==> src/rtl/store_merge_unit.sv <==
// Store merge unit: turns byte-addressed MIPS stores (SB/SH/SW/SWL/SWR) into full-word memory writes.
// Latency: direct write START->DONE in 2 cycles, read-modify-write in 3+RD_LATENCY cycles.
// Backpressure: BUSY is high outside IDLE and START is ignored while busy (no queueing).
// Optional: define STORE_ALIGN_TRAP_EN to trap misaligned SH/SW (STORE_ERROR with no memory access).
module store_merge_unit #(
  parameter int ADDR_WIDTH = 6,
  parameter int RD_LATENCY = 1
) (
  input  logic                  CLK,
  input  logic                  RESET,
  input  logic                  START,
  input  logic [5:0]            OP_CODE,
  input  logic [31:0]           TARGET_MEM_ADDR,
  input  logic [31:0]           STORE_DATA,
  input  logic [31:0]           MEM_DATA_READ,
  output logic [ADDR_WIDTH-1:0] MEM_ADDRESS,
  output logic [31:0]           MEM_DATA_WRITE,
  output logic                  MEM_RE,
  output logic                  MEM_WE,
  output logic [3:0]            BYTE_ENABLE,
  output logic                  BUSY,
  output logic                  STORE_DONE,
  output logic                  STORE_ERROR
);

  localparam logic [5:0] OP_SB  = 6'h28;
  localparam logic [5:0] OP_SH  = 6'h29;
  localparam logic [5:0] OP_SWL = 6'h2A;
  localparam logic [5:0] OP_SW  = 6'h2B;
  localparam logic [5:0] OP_SWR = 6'h2E;

  // WAIT counts down from RD_LATENCY-1 so the last WAIT cycle is the one with count 0
  localparam logic [2:0] CNT_INIT = 3'(RD_LATENCY - 1);

  typedef enum logic [2:0] {S_IDLE, S_READ, S_WAIT, S_WRITE, S_DONE} state_t;

  state_t                state_q;
  logic [2:0]            cnt_q;
  logic [3:0]            lanes_q;
  logic [31:0]           data_q;
  logic [31:0]           rd_q;
  logic [ADDR_WIDTH-1:0] addr_q;
  logic                  re_q, we_q, busy_q, done_q, err_q;

  logic [1:0]            a;
  logic                  is_store_d, trap_d;
  logic [3:0]            lanes_d;
  logic [31:0]           data_d;
  logic [ADDR_WIDTH-1:0] word_d;
  logic [31:0]           wmask;

  // Byte address bits above the word index are intentionally ignored
  logic unused_addr_hi;
  assign unused_addr_hi = ^TARGET_MEM_ADDR[31:ADDR_WIDTH+2];

  // Decode the request: which lanes change and STORE_DATA moved into those lanes
  always_comb begin
    a          = TARGET_MEM_ADDR[1:0];
    word_d     = TARGET_MEM_ADDR[ADDR_WIDTH+1:2];
    is_store_d = 1'b1;
    trap_d     = 1'b0;
    lanes_d    = 4'b0000;
    data_d     = 32'h0;
    case (OP_CODE)
      OP_SB: begin
        lanes_d = 4'b0001 << a;
        data_d  = STORE_DATA << {a, 3'b000};
      end
      OP_SH: begin
`ifdef STORE_ALIGN_TRAP_EN
        trap_d  = a[0];
`endif
        lanes_d = a[1] ? 4'b1100 : 4'b0011;
        data_d  = a[1] ? {STORE_DATA[15:0], 16'h0} : {16'h0, STORE_DATA[15:0]};
      end
      OP_SW: begin
`ifdef STORE_ALIGN_TRAP_EN
        trap_d  = (a != 2'b00);
`endif
        lanes_d = 4'b1111;
        data_d  = STORE_DATA;
      end
      OP_SWL: begin
        // lanes 0..a receive the most significant bytes of the register
        lanes_d = 4'b1111 >> (~a);
        data_d  = STORE_DATA >> {~a, 3'b000};
      end
      OP_SWR: begin
        // lanes a..3 receive the least significant bytes of the register
        lanes_d = 4'b1111 << a;
        data_d  = STORE_DATA << {a, 3'b000};
      end
      default: is_store_d = 1'b0;
    endcase
  end

  // Store sequencer: IDLE -> [READ -> WAIT*] -> WRITE -> DONE, strobes registered per state
  always_ff @(posedge CLK or posedge RESET) begin
    if (RESET) begin
      state_q <= S_IDLE;
      cnt_q   <= 3'd0;
      lanes_q <= 4'b0000;
      data_q  <= 32'h0;
      rd_q    <= 32'h0;
      addr_q  <= '0;
      re_q    <= 1'b0;
      we_q    <= 1'b0;
      busy_q  <= 1'b0;
      done_q  <= 1'b0;
      err_q   <= 1'b0;
    end else begin
      re_q   <= 1'b0;
      we_q   <= 1'b0;
      done_q <= 1'b0;
      err_q  <= 1'b0;
      case (state_q)
        S_IDLE: begin
          if (START && is_store_d) begin
            lanes_q <= lanes_d;
            data_q  <= data_d;
            busy_q  <= 1'b1;
            if (trap_d) begin
              state_q <= S_DONE;
              done_q  <= 1'b1;
              err_q   <= 1'b1;
            end else if (lanes_d == 4'b1111) begin
              state_q <= S_WRITE;
              we_q    <= 1'b1;
              addr_q  <= word_d;
            end else begin
              state_q <= S_READ;
              re_q    <= 1'b1;
              addr_q  <= word_d;
            end
          end
        end
        S_READ: begin
          state_q <= S_WAIT;
          cnt_q   <= CNT_INIT;
        end
        S_WAIT: begin
          if (cnt_q == 3'd0) begin
            rd_q    <= MEM_DATA_READ;
            state_q <= S_WRITE;
            we_q    <= 1'b1;
          end else begin
            cnt_q <= cnt_q - 3'd1;
          end
        end
        S_WRITE: begin
          state_q <= S_DONE;
          done_q  <= 1'b1;
          addr_q  <= '0;
        end
        S_DONE: begin
          state_q <= S_IDLE;
          busy_q  <= 1'b0;
        end
        default: state_q <= S_IDLE;
      endcase
    end
  end

  // Untouched lanes keep the captured read word; a full-word store overwrites every lane
  assign wmask = {{8{lanes_q[3]}}, {8{lanes_q[2]}}, {8{lanes_q[1]}}, {8{lanes_q[0]}}};

  assign MEM_DATA_WRITE = we_q ? ((rd_q & ~wmask) | (data_q & wmask)) : 32'h0;
  assign BYTE_ENABLE    = we_q ? lanes_q : 4'b0000;
  assign MEM_ADDRESS    = addr_q;
  assign MEM_RE         = re_q;
  assign MEM_WE         = we_q;
  assign BUSY           = busy_q;
  assign STORE_DONE     = done_q;
  assign STORE_ERROR    = err_q;

endmodule

==> config.mk <==
export PLATFORM = sky130hd
export DESIGN_NAME = store_merge_unit
export DESIGN_NICKNAME = d
export VERILOG_FILES = /design/src/rtl/store_merge_unit.sv
export SDC_FILE = /design/constraint.sdc
export NUM_CORES = 1
export LEC_CHECK = 0
export BUFFER_PORTS_ARGS = -buffer_cell sky130_fd_sc_hd__buf_2
export CORE_UTILIZATION = 50
export DETAILED_ROUTE_END_ITERATION = 8
export GPL_ROUTABILITY_DRIVEN = 0
export HOLD_SLACK_MARGIN = 0.08
export PLACE_DENSITY = 0.88
export SKIP_CTS_REPAIR_TIMING = 1
export SLEW_MARGIN = 40
export SYNTH_ARGS = -nofsm -noshare
export SYNTH_HDL_FRONTEND = slang
export SYNTH_SLANG_ARGS = --single-unit
==> constraint.sdc <==
create_clock -name CLK -period 6.3 [get_ports CLK]
set_clock_uncertainty 0.2 [all_clocks]
set_input_delay 1.26 -clock CLK [delete_from_list [all_inputs] [get_ports CLK]]
set_output_delay 1.26 -clock CLK [all_outputs]
set_load 0.01 [all_outputs]
Word level (Yosys, flattened, before mapping)
Index checks and enable logic that the tools add are counted.
{ "word_totals": {"elab_cells": 73, "register_bits": 84, "in_bits": 105, "out_inout_bits": 47} }
{ "classes": {"n_reduce_logical": 14, "n_addsub": 1, "n_eq_ne": 13, "muxes": 25, "n_shift": 5, "bitwise": 5} }
{ "ops": {"columns": ["op", "n"], "rows": [
  ["$pmux 32 s4", 1],
  ["$and 32x32->32", 2],
  ["$mux 32", 2],
  ["$not 32->32", 1],
  ["$or 32x32->32", 1],
  ["$shl 32x5->32", 1],
  ["$shr 32x5->32", 1],
  ["$eq 6x6->1 const B", 5],
  ["$pmux 4 s5", 1],
  ["$pmux 3 s4", 1],
  ["$pmux 6 s2", 1],
  ["$reduce_and 2->1", 6],
  ["$mux 1", 9],
  ["$mux 3", 3],
  ["$mux 4", 2],
  ["$eq 3x2->1 const B", 2],
  ["$logic_not 3->1", 2],
  ["$mux 6", 1],
  ["$ne 2x2->1 const B", 3],
  ["$pmux 3 s2", 1],
  ["$reduce_bool 2->1", 3],
  ["$reduce_or 5->1", 1],
  ["$eq 4x4->1 const B", 1],
  ["$pmux 1 s2", 2],
  ["10 further kinds", 10]
]} }

Logic depth before layout (Yosys ltp)
Gate-level depths: netlist (run 1).
{ "depth": {"depth_word": 7, "ltp_mapped": 7, "depth_no_buf": 6} }

Worst setup path before layout (run 1)
Ideal clock, no wire load.
{ "synth_path": {"kind": "input to register", "startpoint": "input TARGET_MEM_ADDR[1]", "endpoint": "register data_q[18]", "arrival_time_ps": 2368, "stages": 7, "setup_ps": 127, "slack_ps": 3605, "path_buffers": 3, "cell_sequence": "buf_4 -> a21o_1 -> buf_2 -> and3_1 -> clkbuf_1 -> a211oi_1 -> a21oi_1"} }
{ "synth_between": {"elab_chain_len": 3} }
{ "synth_rtl": {"columns": ["element", "line", "source"], "rows": [
  ["start: declaration", "13", "input logic [31:0] TARGET_MEM_ADDR,"],
  ["$not 2->2", "86", "data_d = STORE_DATA >> {~a, 3'b000};"],
  ["$shr 32x5->32", "86", null],
  ["$pmux 32 s4 (*)", "64", "case (OP_CODE)"],
  ["end signal: assignment", "120", "data_q <= data_d;"],
  ["end: declaration", "40", "logic [31:0] data_q;"]
]} }
Every way passes the cells marked *; elsewhere a longest branch is shown, timed or not.
A chain may end at the register's enable or synchronous reset.

Worst setup path after layout (run 1)
{ "layout_path": {"startpoint": "input OP_CODE[4]", "endpoint": "register data_q[28]"} }
{ "layout_between": {"elab_chain_len": 5} }
{ "layout_rtl": {"columns": ["element", "line", "source"], "rows": [
  ["start: declaration", "12", "input logic [5:0] OP_CODE,"],
  ["$eq 6x6->1", "64", null],
  ["$reduce_or 5->1 (no source line)", null, null],
  ["$mux 1", "64", null],
  ["$logic_and 1x1->1", "118", "if (START && is_store_d) begin"],
  ["$reduce_and 2->1 (no source line)", null, null]
]} }
Parallel ways exist; a longest one is shown, timed or not.

==> summary.txt, run 1 <==
Status
  • Status: finished, final reports clean

STA
  • Worst-Margin Slew: 0.794 ns
  • FMAX: 302 MHz
  • RSZ-0062 raised after global routing: false
  • Final number of hold-violating endpoints: 0
  • Max Slew Vio Count: 0
  • Setup violations, final: 0
  • Final worst path period need: 3.31 ns
  • Setup TNS: 0 ns
  • Slew headroom: 0.471
  • Crit share post-route: 0.526

CTS
  • Clock transition at path regs: 0.09 ns
  • Root buffer cell: clkbuf_8
  • H-tree depth: 3
  • Clock buffer depth: 2
  • TritonCTS clock tree: done
  • TritonCTS Sinks: 84
  • Clk Latency, worst-skew pair: 0.36 ns
  • CTS buffer count: 9

Synth
  • Warnings, synthesis: 0
  • Largest family of logic cells by synthesized area: multiplexers
  • Synth Cell Area: 0.00511 sq mm
  • Cell taking the most area after synthesis: dfrtp_1
  • Synth Flop Type: dfrtp_1
  • Post-Syn Nets: 627
  • Compound-cell area share of the yosys netlist: 0.165
  • Synth Area in Adders: 0.00490
  • Syn avg cell area: 9.83 sq um
  • Post-synth cell types: 50
  • Synth Area in XOR/XNOR: 0
  • Seq cells post-synth: 84
  • Post-synthesis simple-gate area fraction: 0.176
  • Post-Syn Instances: 520
  • Synth top area cells: dfrtp_1 (41%), mux2i_1 (11%), mux2_2 (7.9%)
  • Seq/Total Area, Yosys: 0.411
  • Fraction of registers with async set/reset: 1.00
  • Post-synth top area share: 0.411
  • Number of synthesized flops with an enable pin: 0
  • Post-synthesis mux area share: 0.191

Cells and area
  • Antenna fix cells: 0
  • Synthesis-to-layout area growth: 16.0%
  • Commonest cells after routing, fill and taps aside: buf_2 (126), dfrtp_1 (83), mux2i_1 (57)
  • Filler instances: 873
  • Share of cells above drive strength 1: 0.322
  • Most common cell after layout, fill and taps aside: buf_2
  • Final core occ: 0.604
  • # nets final: 724

Routing
  • Vias/cell: 5.95
  • Met3 routed WL: 1320 microns
  • DRC: 0
  • Violation count after the first detailed-routing iteration: 370
  • Met2 Wirelength: 6550 microns
  • Met1 wire length: 5390 microns
  • ANT nets after route: 0
  • Top sig layer: met4
  • Routed WL: 13700 microns
  • Drt wl/cell: 18.1 microns
  • First-pass DRT Iterations: 5
  • Routed vias: 4495

Floorplanning
  • Die X: 103 microns
  • Total core area: 0.00982 sq mm
  • # IOs: 152
  • Starting density of the core: 0.521
  • FP Rows: 36
  • Area of the die: 0.0106 sq mm
  • Chip Height: 103 microns

Setup path
  • WP data required: 6.33 ns
  • Worst r2r path cells: 5
  • Setup crit start kind: input port
  • Worst Path Arrival: 3.35 ns
  • FF-to-FF setup slack: 4.03 ns
  • CP max FO: 30
  • Critical path class: in -> reg
  • Crit end category: flop

Power
  • Leakage: 2.71 nW
  • Cell area power density: 372 mW/mm^2
  • Power Total: 2.20 mW
  • Max VDD drop: 0.000229 V

Job
  • Max-cap violation count: 0

Global routing
  • Vias in the first global route: 4449
  • GR Overflow Total: 0
  • Gr usage total: 0.267
  • Largest net degree at the start of global routing: 85
  • Initial antenna violation count: 0
  • First-pass GRT wire length: 21400 microns

Worst hold path
  • Hold path depth: 2
  • Hold/Removal Path Class: reg -> reg

Place
  • I/O Buffers: 126
  • HPWL reported at the end of detailed placement: 9650 microns
[stage by stage]
stage | hold WS, ns | instance area (sq um) | setup WS, ns | std cells
2_1_floorplan | 0.266 | 5110 | 2.67 | 520
3_3_place_gp | 0.278 | 5720 | 2.65 | 737
3_5_place_dp | 0.284 | 5750 | 2.53 | 739
4_1_cts | 0.309 | 5920 | 2.92 | 755
5_1_grt | 0.331 | 5930 | 2.90 | 755
6_report | 0.305 | 5930 | 2.99 | 755
[report_power, final]
group          switching, mW  leakage [nW]  internal [mW]
registers              0.226          1.03          0.784
logic                  0.389          1.60          0.456
clock network          0.205        0.0779          0.144
total                  0.820          2.71           1.38
[synthesized netlist by cell type, drive strengths merged, types with 9 or more instances]
cell type / n
a32oi: 9
and2: 9
nor2: 45
a21oi: 32
nand3: 22
o21ai: 11
clkbuf: 17
nor2b: 40
o2bb2ai: 12
dfrtp: 84
buf: 29
mux2i: 57
a31oi: 11
nand2: 23
mux2: 36
[flip-flops by register name, indices dropped and copies added, names as in the netlist]
register	flops
MEM_WE	1
cnt_q	3
lanes_q	4
MEM_RE	1
rd_q	32
MEM_ADDRESS	6
BUSY	1
state_q	3
data_q	32
STORE_DONE	1
[layout make-up]
| class | instances | area (sq um) | share of cell area |
|---|---|---|---|
| multi-input combinational | 381 | 2770 | 0.467 |
| sequential | 84 | 2100 | 0.355 |
| timing repair buffer | 132 | 682 | 0.115 |
| tap | 133 | 166 | 0.0281 |
| clock buffer | 9 | 124 | 0.0209 |
| clock inverter | 7 | 52.6 | 0.00886 |
| inverter | 9 | 35.0 | 0.00591 |
[worst paths after layout]
check	to	start
max in group asynchronous	MEM_WE$_DFF_PP0_	RESET
min	MEM_ADDRESS[1]$_DFFE_PP0P_	MEM_ADDRESS[1]$_DFFE_PP0P_
max reg2reg	data_q[17]$_DFFE_PP0P_	state_q[0]$_DFFE_PP0P_
min reg2reg	MEM_ADDRESS[1]$_DFFE_PP0P_	MEM_ADDRESS[1]$_DFFE_PP0P_
max	data_q[28]$_DFFE_PP0P_	OP_CODE[4]
min in group asynchronous	rd_q[26]$_DFFE_PP0P_	RESET
[kinds of logic after synthesis]
kind of cell	Yosys count
AND/OR/NAND/NOR	167
AO/OA/AOI/OAI	118
multiplexers	93
flip-flops	84
buffers and inverters	55
adder cells (fa/ha/maj)	2
other	1
[per-layer routing]
| layer | vias to the layer above | GRT usage |
|---|---|---|
| li1 | 2083 | - |
| met4 | 0 | 0.114 |
| met2 | 245 | 0.436 |
| met3 | 45 | 0.0807 |
| met5 | - | 0 |
| met1 | 2122 | 0.328 |
[critical path: stages]
cell and delay [ns]:
buf_2 0.10, and3b_1 0.72, o2111ai_2 0.39, buf_4 0.36, a221oi_1 0.43, nor2_1 0.09
No activity file was read; power rests on OpenSTA's default activity.
==> inputs of run 2 (changes only) <==
Settings changed: CORE_UTILIZATION 50 to 47, PLACE_DENSITY 0.88 to 0.87.
Clock period 6.3 ns to 3 ns, I/O delays scaled along.
==> run 2 against run 1 <==
Utilization down 1.8 points. Hold slack worse by 0.079 ns. Clock-buffer cell count up 3. Global-route usage down 0.76 points. Critical endpoint is now MEM_DATA_WRITE[10]. First-iteration DRC count up 26%. Combinational power up 120%. Die area up 6.3%. Non-clock buffer count up 12. Via count up 2.8%. Register-to-register slack worse by 3.2 ns. Sequential share of layout area down 1.0 points. Routed wire length up 3.5%.
==> summary.txt, run 2 (synthesized netlist as in run 1, its figures left out) <==
Place
  • HPWL reported at the end of detailed placement: 10400 microns (+8.0%)
  • DP Area: 0.00586 sq mm (+1.9%)
  • I/O Buffers: 126 (unchanged)
  • Placed cell count: 753 (+1.9%)

Power
  • Int Power: 3.17 mW (+130%)
  • Leakage: 2.82 nW (+4.0%)
  • Cell area power density: 802 mW/mm^2 (+120%)
  • Sequential power share: 0.423 (-0.035)
  • Max VDD drop: 0.000336 V (+47%)
  • Switching share of power: 0.353 (-0.0187)
  • Comb pwr share: 0.386 (+0.003)
  • Power Total: 4.90 mW (+120%)
  • NetSw: 1.73 mW (+110%)
  • Clock power share: 0.191 (+0.033)

STA
  • Worst-Margin Slew: 0.654 ns (-0.140 ns)
  • Hold slack: 0.226 ns (-0.0787 ns)
  • Final number of hold-violating endpoints: 0 (unchanged)
  • FMAX: 421 MHz
  • RSZ-0062 raised after global routing: false
  • Final worst path period need: 2.37 ns
  • Crit share post-route: 0.791
  • Slew headroom: 0.564 (+0.0936)
  • Setup TNS: 0 ns (unchanged)
  • Max Slew Vio Count: 0 (unchanged)
  • Setup violations, final: 0 (unchanged)

Setup path
  • Crit path max-delay family: flip-flops
  • Crit-path cells: mux2i_1, nor2b_1, buf_2
  • CP max FO: 10 (-67%)
  • Slowest CP cell: dfrtp_1
  • Worst r2r path cells: 5 (unchanged)
  • Crit end category: output pin
  • WP depth: 3 (-3)
  • Critical path class: reg -> out
  • WP data required: 2.20 ns (-4.13 ns)
  • Setup crit start kind: flop
  • CP max stage delay: 0.72 ns (about the same)
  • CP bufs+invs: 1 (-1)
  • Worst Path Arrival: 1.57 ns (-1.78 ns)

Floorplanning
  • FP Rows: 37 (+2.8%)
  • Chip Height: 106 microns (+3.1%)
  • Die X: 106 microns (+3.1%)
  • Total core area: 0.0104 sq mm (+6.1%)
  • Area of the die: 0.0113 sq mm (+6.3%)
  • # IOs: 152 (unchanged)
  • Starting density of the core: 0.491 (-0.0298)

Routing
  • Drt wl/cell: 18.3 microns (+1.2%)
  • First-pass DRT Iterations: 6 (+1)
  • Violation count after the first detailed-routing iteration: 466 (+26%)
  • Routed WL: 14200 microns (+3.5%)
  • ANT nets after route: 0 (unchanged)
  • DRC: 0 (unchanged)
  • Routed vias: 4621 (+2.8%)
  • Vias/cell: 5.99 (+0.54%)

Job
  • Max-cap violation count: 0 (unchanged)

Cells and area
  • Commonest cells after routing, fill and taps aside: buf_2 (126), dfrtp_1 (84), mux2i_1 (57)
  • Reg area: 0.00210 sq mm (about the same)
  • # nets final: 736 (+1.7%)
  • Share of cells above drive strength 1: 0.326 (+0.00496)
  • Post-route cell area: 0.00611 sq mm (+3.0%)
  • Synthesis-to-layout area growth: 19.5%
  • Non-Filler Instances: 772 (+2.3%)
  • Footprint of the multi-input gates: 0.00275 sq mm (-0.50%)
  • Most common cell after layout, fill and taps aside: buf_2
  • Filler instances: 896 (+2.6%)

Worst hold path
  • Hold path depth: 3 (+1)
  • Hold/Removal Path Class: in -> reg

Global routing
  • GR Overflow Total: 0 (unchanged)
  • Largest net degree at the start of global routing: 52 (-39%)
  • Initial antenna violation count: 3 (+3)
  • First-pass GRT wire length: 22800 microns (+6.7%)
  • Gr usage total: 0.259 (-0.00764)
  • Vias in the first global route: 4675 (+5.1%)

CTS
  • Clock transition at path regs: 0.09 ns (about the same)
  • Root buffer cell: clkbuf_8
  • TritonCTS clock tree: done
  • Clock buffer depth: 2 (unchanged)
  • CTS buffer count: 9 (unchanged)
  • H-tree depth: 3 (unchanged)
  • TritonCTS Sinks: 84 (unchanged)
  • Clk Latency, worst-skew pair: 0.36 ns (about the same)

Status
  • Status: finished, final reports clean
[run 2: changes by cell type in the layout (fill, tap and decap cells not counted), moves of 2 or more]
cell and delta:
diode_2 +2, clkinvlp_4 -4, bufinv_16 +2, nor2b_1 +3, clkbuf_8 +2, nor2b_2 -3
buf_12 +3, buf_4 +9
[run 2: power groups by stage]
stage | logic [mW] | registers (mW) | clock network [mW]
after floorplan | 1.45 | 1.88 | 0
after global placement | 1.81 | 2.06 | 0
after detailed placement | 1.90 | 2.09 | 0
after CTS | 1.91 | 2.07 | 0.952
after global routing | 2.07 | 2.14 | 1.01
final | 1.89 | 2.07 | 0.936
[run 2: worst register-to-register path: stages, from the launching register on]
cell	delay (ns)
dfrtp_1	0.51
nor3_2	0.28
o2111ai_2	0.31
buf_12	0.27
a211oi_1	0.39
a21oi_1	0.13
[run 2: metal layers]
layer	up-vias	wire length [microns]	global-route usage
met5	-	0	0
met4	0	488	0.102
met3	49	1370	0.0754
met2	244	6840	0.431
met1	2221	5470	0.315
li1	2107	-	-
[run 2: cell type report]
class / instances / share of cell area
multi-input cells: 381 / 0.451
flip-flops and latches: 84 / 0.344
clock buffers: 12 / 0.0270
repair buffers: 144 / 0.132
inverters: 9 / 0.00574
diodes: 2 / 0.000820
clock inverters: 4 / 0.0115
well taps: 136 / 0.0279
[run 2: worst paths after layout]
path | startpoint | endpoint | slack (ns)
max | lanes_q[1]$_DFFE_PP0P_ | MEM_DATA_WRITE[10] | 0.63
min | TARGET_MEM_ADDR[2] | MEM_ADDRESS[0]$_DFFE_PP0P_ | 0.23
max reg2reg | state_q[0]$_DFFE_PP0P_ | data_q[23]$_DFFE_PP0P_ | 0.79
min reg2reg | MEM_ADDRESS[2]$_DFFE_PP0P_ | MEM_ADDRESS[2]$_DFFE_PP0P_ | 0.30
max in group asynchronous | RESET | lanes_q[0]$_DFFE_PP0P_ | 1.41
min in group asynchronous | RESET | state_q[1]$_DFFE_PP0P_ | 0.58
[run 2: metrics by stage]
stage,setup slack [ns],util
2_1_floorplan,0.0349,-
3_3_place_gp,0.581,0.562
3_5_place_dp,0.473,0.562
4_1_cts,0.634,0.585
5_1_grt,0.537,0.586
6_report,0.626,0.586
